## config.mk

```make
export PLATFORM = sky130hd
export DESIGN_NAME = sevenseg_display_scheduler
export DESIGN_NICKNAME = d
export VERILOG_FILES = /design/src/rtl/sevenseg_display_scheduler.sv
export SDC_FILE = /design/constraint.sdc
export NUM_CORES = 1
export LEC_CHECK = 0
export ABC_AREA = 1
export CAP_MARGIN = 20
export CORE_UTILIZATION = 35
export DETAILED_ROUTE_END_ITERATION = 8
export PLACE_DENSITY = 0.65
export SYNTH_ARGS = -nofsm -noshare
export SYNTH_HDL_FRONTEND = slang
export SYNTH_SLANG_ARGS = --single-unit
```

## constraint.sdc

```tcl
create_clock -name clk -period 4.6 [get_ports clk]
set_input_delay 0.92 -clock clk [delete_from_list [all_inputs] [get_ports clk]]
set_output_delay 0.92 -clock clk [all_outputs]
set_load 0.01 [all_outputs]
```

## src/rtl/sevenseg_display_scheduler.sv

```systemverilog
// Scans N_DIGITS common-anode displays through one shared hex decoder, with a blanking
// gap before each digit and a once-per-frame snapshot of the display word.
module sevenseg_display_scheduler #(
  parameter int N_DIGITS     = 8,
  parameter int DIGIT_CYCLES = 100000,
  parameter int BLANK_CYCLES = 1000
) (
  input  logic                  clk,
  input  logic                  reset,
  input  logic [4*N_DIGITS-1:0] data_in,
  input  logic [N_DIGITS-1:0]   digit_en,
  output logic [3:0]            bcd_out,
  output logic [N_DIGITS-1:0]   anodes,
  output logic [2:0]            digit_sel,
  output logic                  frame_tick
);

  localparam int MAXC = (DIGIT_CYCLES > BLANK_CYCLES) ? DIGIT_CYCLES : BLANK_CYCLES;
  localparam int CW   = (MAXC > 1) ? $clog2(MAXC) : 1;
  localparam int SW   = $clog2(N_DIGITS);
  localparam logic [CW-1:0] BLANK_LAST = CW'(BLANK_CYCLES - 1);
  localparam logic [CW-1:0] DRIVE_LAST = CW'(DIGIT_CYCLES - 1);
  localparam logic [2:0]    LAST_SEL   = 3'(N_DIGITS - 1);

  typedef enum logic {BLANK = 1'b0, DRIVE = 1'b1} state_t;

  state_t                state;
  logic [CW-1:0]         cnt;
  logic                  load_pending;
  logic [4*N_DIGITS-1:0] data_snap;
  logic [N_DIGITS-1:0]   en_snap;

  logic                  slot_end;
  logic                  wrap;
  logic [2:0]            next_sel;
  logic [4*N_DIGITS-1:0] next_data;
  logic                  cur_lit;
  logic [N_DIGITS-1:0]   cur_drive;

  // Outputs are loaded from the values the registers take on the same edge, so
  // anodes/bcd_out line up exactly with the state they describe.
  always_comb begin
    slot_end  = (state == DRIVE) && (cnt == DRIVE_LAST);
    wrap      = slot_end && (digit_sel == LAST_SEL);
    next_sel  = wrap ? 3'd0 : digit_sel + 3'd1;
    next_data = wrap ? data_in : data_snap;
    cur_lit   = en_snap[digit_sel[SW-1:0]];
    cur_drive = ~({{(N_DIGITS-1){1'b0}}, cur_lit} << digit_sel);
  end

  always_ff @(posedge clk or posedge reset) begin
    if (reset) begin
      state        <= BLANK;
      cnt          <= '0;
      digit_sel    <= '0;
      anodes       <= '1;
      bcd_out      <= '0;
      frame_tick   <= 1'b0;
      data_snap    <= '0;
      en_snap      <= '0;
      load_pending <= 1'b1;
    end else begin
      frame_tick <= 1'b0;
      if (load_pending) begin
        // First edge after reset only takes the snapshot; the scan starts next cycle.
        load_pending <= 1'b0;
        data_snap    <= data_in;
        en_snap      <= digit_en;
        frame_tick   <= 1'b1;
        bcd_out      <= data_in[3:0];
      end else begin
        case (state)
          BLANK: begin
            if (cnt == BLANK_LAST) begin
              state  <= DRIVE;
              cnt    <= '0;
              anodes <= cur_drive;
            end else begin
              cnt <= cnt + 1'b1;
            end
          end
          DRIVE: begin
            if (slot_end) begin
              state     <= BLANK;
              cnt       <= '0;
              digit_sel <= next_sel;
              anodes    <= '1;
              bcd_out   <= next_data[4*next_sel +: 4];
              if (wrap) begin
                data_snap  <= data_in;
                en_snap    <= digit_en;
                frame_tick <= 1'b1;
              end
            end else begin
              cnt <= cnt + 1'b1;
            end
          end
          default: begin
            state <= BLANK;
            cnt   <= '0;
          end
        endcase
      end
    end
  end

endmodule

```

==> run metrics, run 1 <==
status complete, but fails checks; violated checks design-rule violations; CP max FO 37; cell area power density 338 nW/um^2; Ant. Diodes 0; critical path type register to register; CTS sink cnt 75; largest area contributor in the netlist dfrtp_1; Setup Viol. Count Final 0; Core ar. 11500 um^2; Max-slew headroom 45.3%; simple-gate share of the synthesized area 25.8%; Max clock buf depth 2; FF-to-FF path depth 4; Post-synth top cells nand2_1, dfrtp_1, inv_1; Skew-Pair Late Insertion Delay 0.34 ns; largest net degree at the start of global routing 49; DRC 6; total track usage 17.9%; Crit. End Element register; Tmin final 2.88 ns; total I/O pin count 58; Yosys top cell area share 39.7%; Die Ht 111 um; YS warnings 0; type of origin of the critical path register; Avg Synthesized Cell Area 8.01 um^2; Worst Hold End anodes[4]; f_max 347 MHz; Peak VDD IR 0.150 mV; post-DR vias/cell 5.14; dpl cells 697; GP Congestion 0.886; FF-to-FF Start load_pending; Syn Nets 564; Worst Hold Path Cells 2; adder-cell share of the synthesized area 0.903%; Worst-path clk slew 0.06 ns; DP HPWL 7380 um; initial antenna violation count 0; Post-CTS Repair Setup Buffers 0; Synth Flop Type dfrtp_1; P_leak 2.37 nW; IO buf count 57; WL/cell 14.5 um; most common cell in the netlist nand2_1; xor/xnor cell area share of the yosys netlist 2.32%; CTS Buf Count 9; DR iter-0 viols 298; Setup Skew 0.00556 ns; Post-CTS Hold Fix Bufs 0; fin crit share 62.6%; CTS root buffer clkbuf_16; number of enable flip-flop cells after synthesis 0; Hold Fails Final Rpt 0; htree depth 3; most used cell, CP inv_1; area delta synth->final 21.9%; Layout Nets 610; Synth area leaders dfrtp_1, nand2_1, dfstp_2; row cnt 39; crit path DAT 3.11 ns; RSZ-0062 raised after global routing false; setup TNS 0 ns; post-synthesis compound-gate area fraction 14.7%; CTS tree done; Mapped Cells 519; first-pass GRT wire length 17500 um; Worst R2R End cnt[1]; crit-path cells inv_1, nand2_1, inv_1, a32o_1; post-synthesis mux area share 1.35%; crit-path leading delay family flip-flops; CP required 4.83 ns; grt total ovfl 0; reg2reg setup slack 1.72 ns; slowest CP cell dfstp_2; sequential fraction of the synthesis area 45.4%; DRT Wirelength 10300 um; vias 3658; Unique masters post-synth 40; flops & latches, synth 75; HP Class register to register; Initial Utilization 36.1%; vias in the first global route 3644; main combinational cell family by area after synthesis simple AND/OR/NAND/NOR gates; fraction of layout cells with a size suffix above 1 9.84%; worst-margin pin slew 0.820 ns; Pre-Repair DR Iteration Count 7; Die X 111 um; Worst path max stage delay 1.00 ns; post-cts resize count 0; total of max-cap violations 0; Post-Synthesis Cell Area 4160 um^2; Post-Layout Cell Count 712; Die ar. 12300 um^2; ys async rst share 100%; CP Buf/Inv Count 2; final number of max-transition violations 0; DRT antenna net count 0; Worst Hold Launch anodes[4]
stage by stage:
step	util, %	setup WS (ns)	cell area, um^2	power (mW)	hold WS, ns
3_5_place_dp	41.4	1.73	4760	1.00	0.490
2_1_floorplan	-	1.78	4160	0.908	0.458
3_3_place_gp	41.4	1.84	4760	0.994	0.481
5_1_grt	44.0	1.51	5060	1.80	0.516
4_1_cts	44.0	1.72	5060	1.73	0.499
6_report	44.0	1.72	5060	1.71	0.497
flip-flops by register name, indices dropped and copies added, names as in the netlist:
| name | flops |
|---|---|
| data_snap | 32 |
| state | 1 |
| en_snap | 8 |
| anodes | 8 |
| bcd_out | 4 |
| cnt | 17 |
| load_pending | 1 |
| frame_tick | 1 |
| digit_sel | 3 |
worst reg2reg max path: stages, from the launching register on:
cell and delay (ns):
dfstp_2 1.00, inv_1 0.62, nand2_1 0.52, inv_1 0.30
a32o_1 0.33
worst max-delay path by stage:
stage                       from          to  slack, ns  depth (start not counted)
CTS                 load_pending      cnt[1]       1.72                          4
floorplan                  reset  bcd_out[0]       1.78                          1
global placement    load_pending      cnt[1]       1.84                          4
detailed placement  load_pending      cnt[1]       1.73                          4
finish              load_pending      cnt[1]       1.72                          4
global route        load_pending      cnt[1]       1.51                          4
kinds of logic after synthesis:
group / Yosys count
other: 1
buffers and inverters: 87
adder cells (fa/ha/maj): 3
multiplexers: 5
XOR/XNOR: 11
flip-flops: 75
AND/OR/NAND/NOR: 240
AO/OA/AOI/OAI: 97
power by group:
group          total [mW]  leakage (nW)  internal [mW]  switching (mW)
sequential          0.774         0.919          0.718          0.0558
clock               0.724         0.144          0.445           0.278
combinational       0.215          1.30          0.101           0.114
routing by layer:
layer  up-vias  share of wire, %  GRT usage, %
met4         0               1.3          4.75
met1      1734                46          23.4
met5         -                 0             0
met2       103                47          28.8
li1       1809                 -             -
met3        12               5.6          5.19
placed cells by master, fill, tap and decap left out, types with 2 or more instances in the layout:
cell             count
a21o_1               5
a21oi_1             16
a31oi_1             10
clkbuf_16            9
clkbuf_8             2
clkdlybuf4s50_1     57
clkinv_1             2
clkinvlp_4           2
dfrtp_1             66
dfstp_2              9
ha_1                 3
inv_1               57
inv_2                5
mux2_2               4
nand2_1            137
nand2_2              8
nand3_1             31
nand4_1              7
nor2_1              29
nor2_2               4
nor2_4               2
nor3_1               9
nor4_1               7
o211ai_1            10
o21ai_0             27
o21ai_1              9
o21ai_2              3
o221ai_1            15
xor2_1              11
cell type report:
type,count,area (um^2)
multi-input cells,357,1880
inverters,64,240
well taps,143,179
flip-flops and latches,75,1890
clock inverters,4,50.0
repair buffers,58,578
clock buffers,11,253
fillers,1175,6450
Note: power is estimated with default switching activity, not from simulation.
==> run 2: changes to the inputs <==
clock period = 2.9 ns   (was 4.6 ns; I/O delays follow)
==> run 2 against run 1 <==
Net effect:
- the run still ends with design-rule violations left
- clock skew is 0.0021 ns higher
- non-clock buffer count increased by 6
- die area stayed put
- critical path type unchanged
- cell area up 0.94%
==> run metrics, run 2 (same netlist as run 1, synthesis figures left out) <==
DP HPWL 7620 um (+3.2%); IO buf count 57 (unchanged); row cnt 39 (unchanged); status complete, but fails checks; P_leak 2.40 nW (+1.6%); final core occ 44.4% (+0.41 points); grt total ovfl 0 (unchanged); WL/cell 14.7 um (+1.3%); first-pass GRT wire length 18000 um (+3.1%); DR iter-0 viols 236 (-21%); vias in the first global route 3598 (-1.3%); cell area power density 532 nW/um^2 (+57%); Crit. End Element register; Flop pwr share 45.0% (-0.2 points); total I/O pin count 58 (unchanged); fraction of layout cells with a size suffix above 1 10.8% (+0.92 points); Worst Hold End anodes[4]; final worst slack 0.559 ns (-1.16 ns); Ant. Diodes 0 (unchanged); most frequent cells in the layout nand2_1, dfrtp_1, inv_1, clkdlybuf4s50_1, nand3_1; critical path type register to register; crit-path cells ha_1, ha_1, nand4_4, nand2_2, inv_2, nand2_1, nand3_1, nand3_1, nand2_1, nand2_1, nand2_1; most used cell, CP nand2_1; CP Buf/Inv Count 1 (-1); Pint 2.01 mW (+59%); Total Power 2.72 mW (+59%); Filler Cells Inserted 1158 (-1.4%); crit path DAT 2.56 ns (-0.55 ns); Hold Fails Final Rpt 0 (unchanged); Worst Hold Path Cells 2 (unchanged); flip-flop count of the largest register after layout 32 (unchanged); largest net degree at the start of global routing 49 (unchanged); CTS root buffer clkbuf_16; Die ar. 12300 um^2 (unchanged); Worst R2R End bcd_out[1]; DRC 6 (unchanged); Setup Skew 0.00764 ns (+0.00208 ns); Worst Hold Launch anodes[4]; post-DR vias/cell 5.14 (about the same); FF-to-FF path depth 11 (+7); DRT antenna net count 0 (unchanged); Core ar. 11500 um^2 (unchanged); violated checks design-rule violations; Sw Share 26.0% (-0.20 points); slowest CP cell dfrtp_1; Post-CTS Repair Setup Buffers 0 (unchanged); CTS sink cnt 75 (unchanged); most common cell after layout, fill and taps aside nand2_1; Worst-path clk slew 0.06 ns (about the same); Biggest register data_snap; htree depth 3 (unchanged); Setup Viol. Count Final 0 (unchanged); RSZ-0062 raised after global routing false; f_max 427 MHz (+23%); CP required 3.12 ns (-1.71 ns); setup TNS 0 ns (unchanged); Die X 111 um (unchanged); Initial Utilization 36.1% (unchanged); CP max FO 22 (-41%); total of max-cap violations 0 (unchanged); total track usage 18.4% (+0.55 points); worst-margin pin slew 0.646 ns (-0.175 ns); Die Ht 111 um (unchanged); Placement Setup Slack 0.550 ns (-1.18 ns); Combinational Power Share 12.8% (+0.2 points); vias 3694 (+0.98%); CTS Buf Count 9 (unchanged); Pre-Repair DR Iteration Count 6 (-1); Peak VDD IR 0.327 mV (+120%); Skew-Pair Late Insertion Delay 0.34 ns (about the same); Psw 0.707 mW (+58%); initial antenna violation count 0 (unchanged); Clk pwr share 42.2% (about the same); type of origin of the critical path register; area delta synth->final 23.0%; WP depth 11 (+7); post-cts resize count 0 (unchanged); CTS tree done; Layout Nets 616 (+0.98%); fin crit share 80.7% (+18 points); Max-slew headroom 56.6% (+11 points); Max clock buf depth 2 (unchanged); GP Congestion 0.892 (+0.69%); Worst path max stage delay 0.47 ns (-0.53 ns); Post-CTS Hold Fix Bufs 0 (unchanged); HP Class register to register; top flop regs data_snap (32), cnt (17); FF-to-FF Start digit_sel[0]; Tmin final 2.34 ns (-0.539 ns); reg2reg setup slack 0.56 ns (-1.16 ns); final number of max-transition violations 0 (unchanged); crit-path leading delay family simple AND/OR/NAND/NOR gates; DRT Wirelength 10500 um (+2.3%)
-- run 2: cell count changes in the layout (fill, tap and decap cells not counted) --
cell	change
clkinv_2	+1
clkinv_4	+1
clkinvlp_4	-2
buf_4	+6
clkbuf_1	+1
-- run 2: cell type report --
| class | instances | area (um^2) | area share (%) |
|---|---|---|---|
| timing repair buffer | 64 | 623 | 12.2 |
| sequential | 75 | 1890 | 36.9 |
| clock buffer | 12 | 256 | 5.02 |
| tap | 143 | 179 | 3.50 |
| clock inverter | 4 | 48.8 | 0.954 |
| multi-input combinational | 357 | 1880 | 36.7 |
| inverter | 64 | 240 | 4.70 |
-- run 2: worst register-to-register path, delay by kind of cell (launching register included) --
kind	cells	cell delay [ns]
AND/OR/NAND/NOR	8	1.12
adder cells (fa/ha/maj)	2	0.46
flip-flops	1	0.47
buffers and inverters	1	0.17
-- run 2: power groups by stage --
stage	combinational, mW	sequential (mW)	clock [mW]
detailed placement	0.352	1.24	0
finish	0.349	1.22	1.15
global route	0.395	1.24	1.22
global placement	0.344	1.24	0
CTS	0.354	1.22	1.17
floorplan	0.223	1.22	0
-- run 2: per-stage QoR --
| step | hold WS [ns] | instances | cell area (um^2) |
|---|---|---|---|
| after global routing | 0.525 | 719 | 5110 |
| after global placement | 0.484 | 703 | 4810 |
| final | 0.504 | 719 | 5110 |
| after CTS | 0.502 | 719 | 5110 |
| after floorplan | 0.458 | 519 | 4160 |
| after detailed placement | 0.494 | 703 | 4810 |
-- run 2: worst max path at each step --
stage | slack (ns) | endpoint | start
floorplan | 0.42 | bcd_out[0] | reset
global placement | 0.59 | bcd_out[3] | digit_sel[0]
detailed placement | 0.55 | bcd_out[1] | digit_sel[0]
CTS | 0.54 | bcd_out[1] | digit_sel[0]
global route | 0.28 | bcd_out[3] | digit_sel[0]
finish | 0.56 | bcd_out[1] | digit_sel[0]
-- run 2: per-layer routing --
layer	routed length, um	global-route usage (%)
met5	0	0
met4	207	5.30
met3	505	4.81
met2	4850	28.9
met1	4990	25.0
==> run 3: changes to the inputs <==
PLACE_DENSITY = 0.67   (was 0.65)
clock period = 2 ns   (was 2.9 ns; I/O delays follow)
==> run 3 against run 2 <==
Net effect:
- the run still ends with design-rule violations left
- non-clock buffer count is 34 higher
- count of clock-buffer cells in the layout stayed put
- via count is 5.0% higher
- clock skew is 0.0032 ns higher
- largest power group is now clock
- highest routed layer unchanged
==> run metrics, run 3 (same netlist as run 1, synthesis figures left out) <==
first-pass GRT wire length 18100 um (+0.73%); WL/cell 14.7 um (+0.14%); Pre-Repair DR Iteration Count 6 (unchanged); final number of max-transition violations 0 (unchanged); P_leak 2.63 nW (+9.6%); Ant. Diodes 0 (unchanged); cell area power density 743 nW/um^2 (+40%); Die X 111 um (unchanged); crit path DAT 2.23 ns (-0.33 ns); crit-path leading delay family simple AND/OR/NAND/NOR gates; Hold Fails Final Rpt 0 (unchanged); final core occ 48.6% (+4.2 points); post-DR vias/cell 5.15 (+0.27%); vias 3879 (+5.0%); Combinational Power Share 14.0% (+1.2 points); htree depth 3 (unchanged); Max clock buf depth 2 (unchanged); Post-Layout Cell Count 753 (+4.7%); Clk pwr share 43.2% (+1.0 points); CTS Buf Count 9 (unchanged); Tmin final 1.96 ns (-0.383 ns); most used cell, CP nand2_1; critical path type register to register; Setup Skew 0.0108 ns (+0.00317 ns); FF-to-FF path depth 13 (+2); Pint 3.10 mW (+54%); crit-path cells ha_4, nand3_4, nor2_4, nand4_4, nand2_4, buf_6, buf_6, nand2_1, nand3_1, nand3_1, nand2_1, nand2_1, nand2_1; Worst-path clk slew 0.06 ns (about the same); initial antenna violation count 0 (unchanged); violated checks design-rule violations; RSZ-0062 raised after global routing true; Sw Share 25.6% (-0.37 points); status complete, but fails checks; WP depth 13 (+2); Crit. End Element register; type of origin of the critical path register; Max-slew headroom 66.1% (+9.5 points); Die Ht 111 um (unchanged); area delta synth->final 34.7%; DRT Wirelength 11100 um (+4.9%); flip-flop count of the largest register after layout 32 (unchanged); Initial Utilization 36.1% (unchanged); slowest CP cell dfrtp_1; CP Buf/Inv Count 2 (+1); f_max 511 MHz (+20%); Die ar. 12300 um^2 (unchanged); final instance area 5600 um^2 (+9.5%); total track usage 18.4% (-0.026 points); CTS root buffer clkbuf_16; fraction of layout cells with a size suffix above 1 19.3% (+8.6 points); dpl cells 722 (+2.7%); Biggest register data_snap; Psw 1.07 mW (+51%); Worst path max stage delay 0.41 ns (-0.06 ns); grt total ovfl 0 (unchanged); Core ar. 11500 um^2 (unchanged); row cnt 39 (unchanged); fin crit share 97.9% (+17 points); Skew-Pair Late Insertion Delay 0.34 ns (about the same); Flop pwr share 42.8% (-2.2 points); total I/O pin count 58 (unchanged); Post-CTS Hold Fix Bufs 0 (unchanged); CTS sink cnt 75 (unchanged); DRC 9 (+3); DR iter-0 viols 345 (+46%); DP HPWL 7810 um (+2.6%); GP Congestion 0.872 (-2.3%); Setup Viol. Count Final 0 (unchanged); worst-margin pin slew 0.508 ns (-0.137 ns); Layout Nets 650 (+5.5%); top flop regs data_snap (32), cnt (17); vias in the first global route 3745 (+4.1%); largest net degree at the start of global routing 38 (-22%); total of max-cap violations 0 (unchanged); most frequent cells in the layout nand2_1, dfrtp_1, clkdlybuf4s50_1, inv_1, buf_4; IO buf count 57 (unchanged); CP required 2.27 ns (-0.85 ns); HP Class primary input to async pin; CP max FO 6 (-73%); Placement Cell Area 5000 um^2 (+4.1%); DRT antenna net count 0 (unchanged); CTS tree done; most common cell after layout, fill and taps aside nand2_1; Peak VDD IR 0.593 mV (+82%)
==> run 3: cell types whose count changed in the layout (fill, tap and decap cells not counted), moves of 5 or more <==
cell	before	now
nand2_2	8	14
buf_12	0	5
nand3_2	1	6
nand3_1	31	25
buf_4	7	31
nand2_1	137	130
==> run 3: repair_timing <==
action,in CTS,in global routing
resized for setup,0,40
endpoints found under the setup margin,0,15
hold endpoints to repair,0,0
buffers inserted,0,15
==> run 3: area by class of cell <==
cell class | count | area (um^2)
sequential | 75 | 1890
fill | 1091 | 5920
tap | 143 | 179
multi-input combinational | 357 | 1980
inverter | 64 | 249
clock buffer | 12 | 256
timing repair buffer | 98 | 973
clock inverter | 4 | 73.8
==> run 3: layer usage <==
metal / share of wire, % / track usage [%] / up-vias
met1: 45 / 24.4 / 1850
li1: - / - / 1898
met5: 0 / 0 / -
met3: 4.7 / 3.55 / 11
met4: 1.0 / 5.30 / 0
met2: 49 / 30.4 / 120
==> run 3: final timing paths <==
path | startpoint | end | slack (ns)
setup reg to reg | cnt[1] | bcd_out[3] | 0.04
min in group clk | anodes[3] | anodes[3] | 0.50
setup / recovery | cnt[1] | bcd_out[3] | 0.04
max in group asynchronous | reset | anodes[2] | 1.05
hold / removal | reset | cnt[11] | 0.39
hold reg to reg | anodes[3] | anodes[3] | 0.50
==> run 3: per-stage QoR <==
step | TNS, ns | setup slack (ns) | power (mW) | hold slack, ns
floorplan | 0 | 0.149 | 2.09 | 0.458
CTS | 0 | 0.0124 | 4.12 | 0.398
detailed placement | 0 | 0.0514 | 2.32 | 0.480
global placement | 0 | 0.0862 | 2.30 | 0.480
finish | 0 | 0.0422 | 4.16 | 0.386
global route | -0.0883 | -0.0353 | 4.34 | 0.420
==> run 3: power by group through the flow <==
stage	Combinational [mW]	Clock (mW)	Sequential [mW]
final	0.582	1.80	1.78
after global placement	0.515	0	1.79
after detailed placement	0.530	0	1.79
after CTS	0.533	1.82	1.77
after floorplan	0.324	0	1.76
after global routing	0.652	1.89	1.80
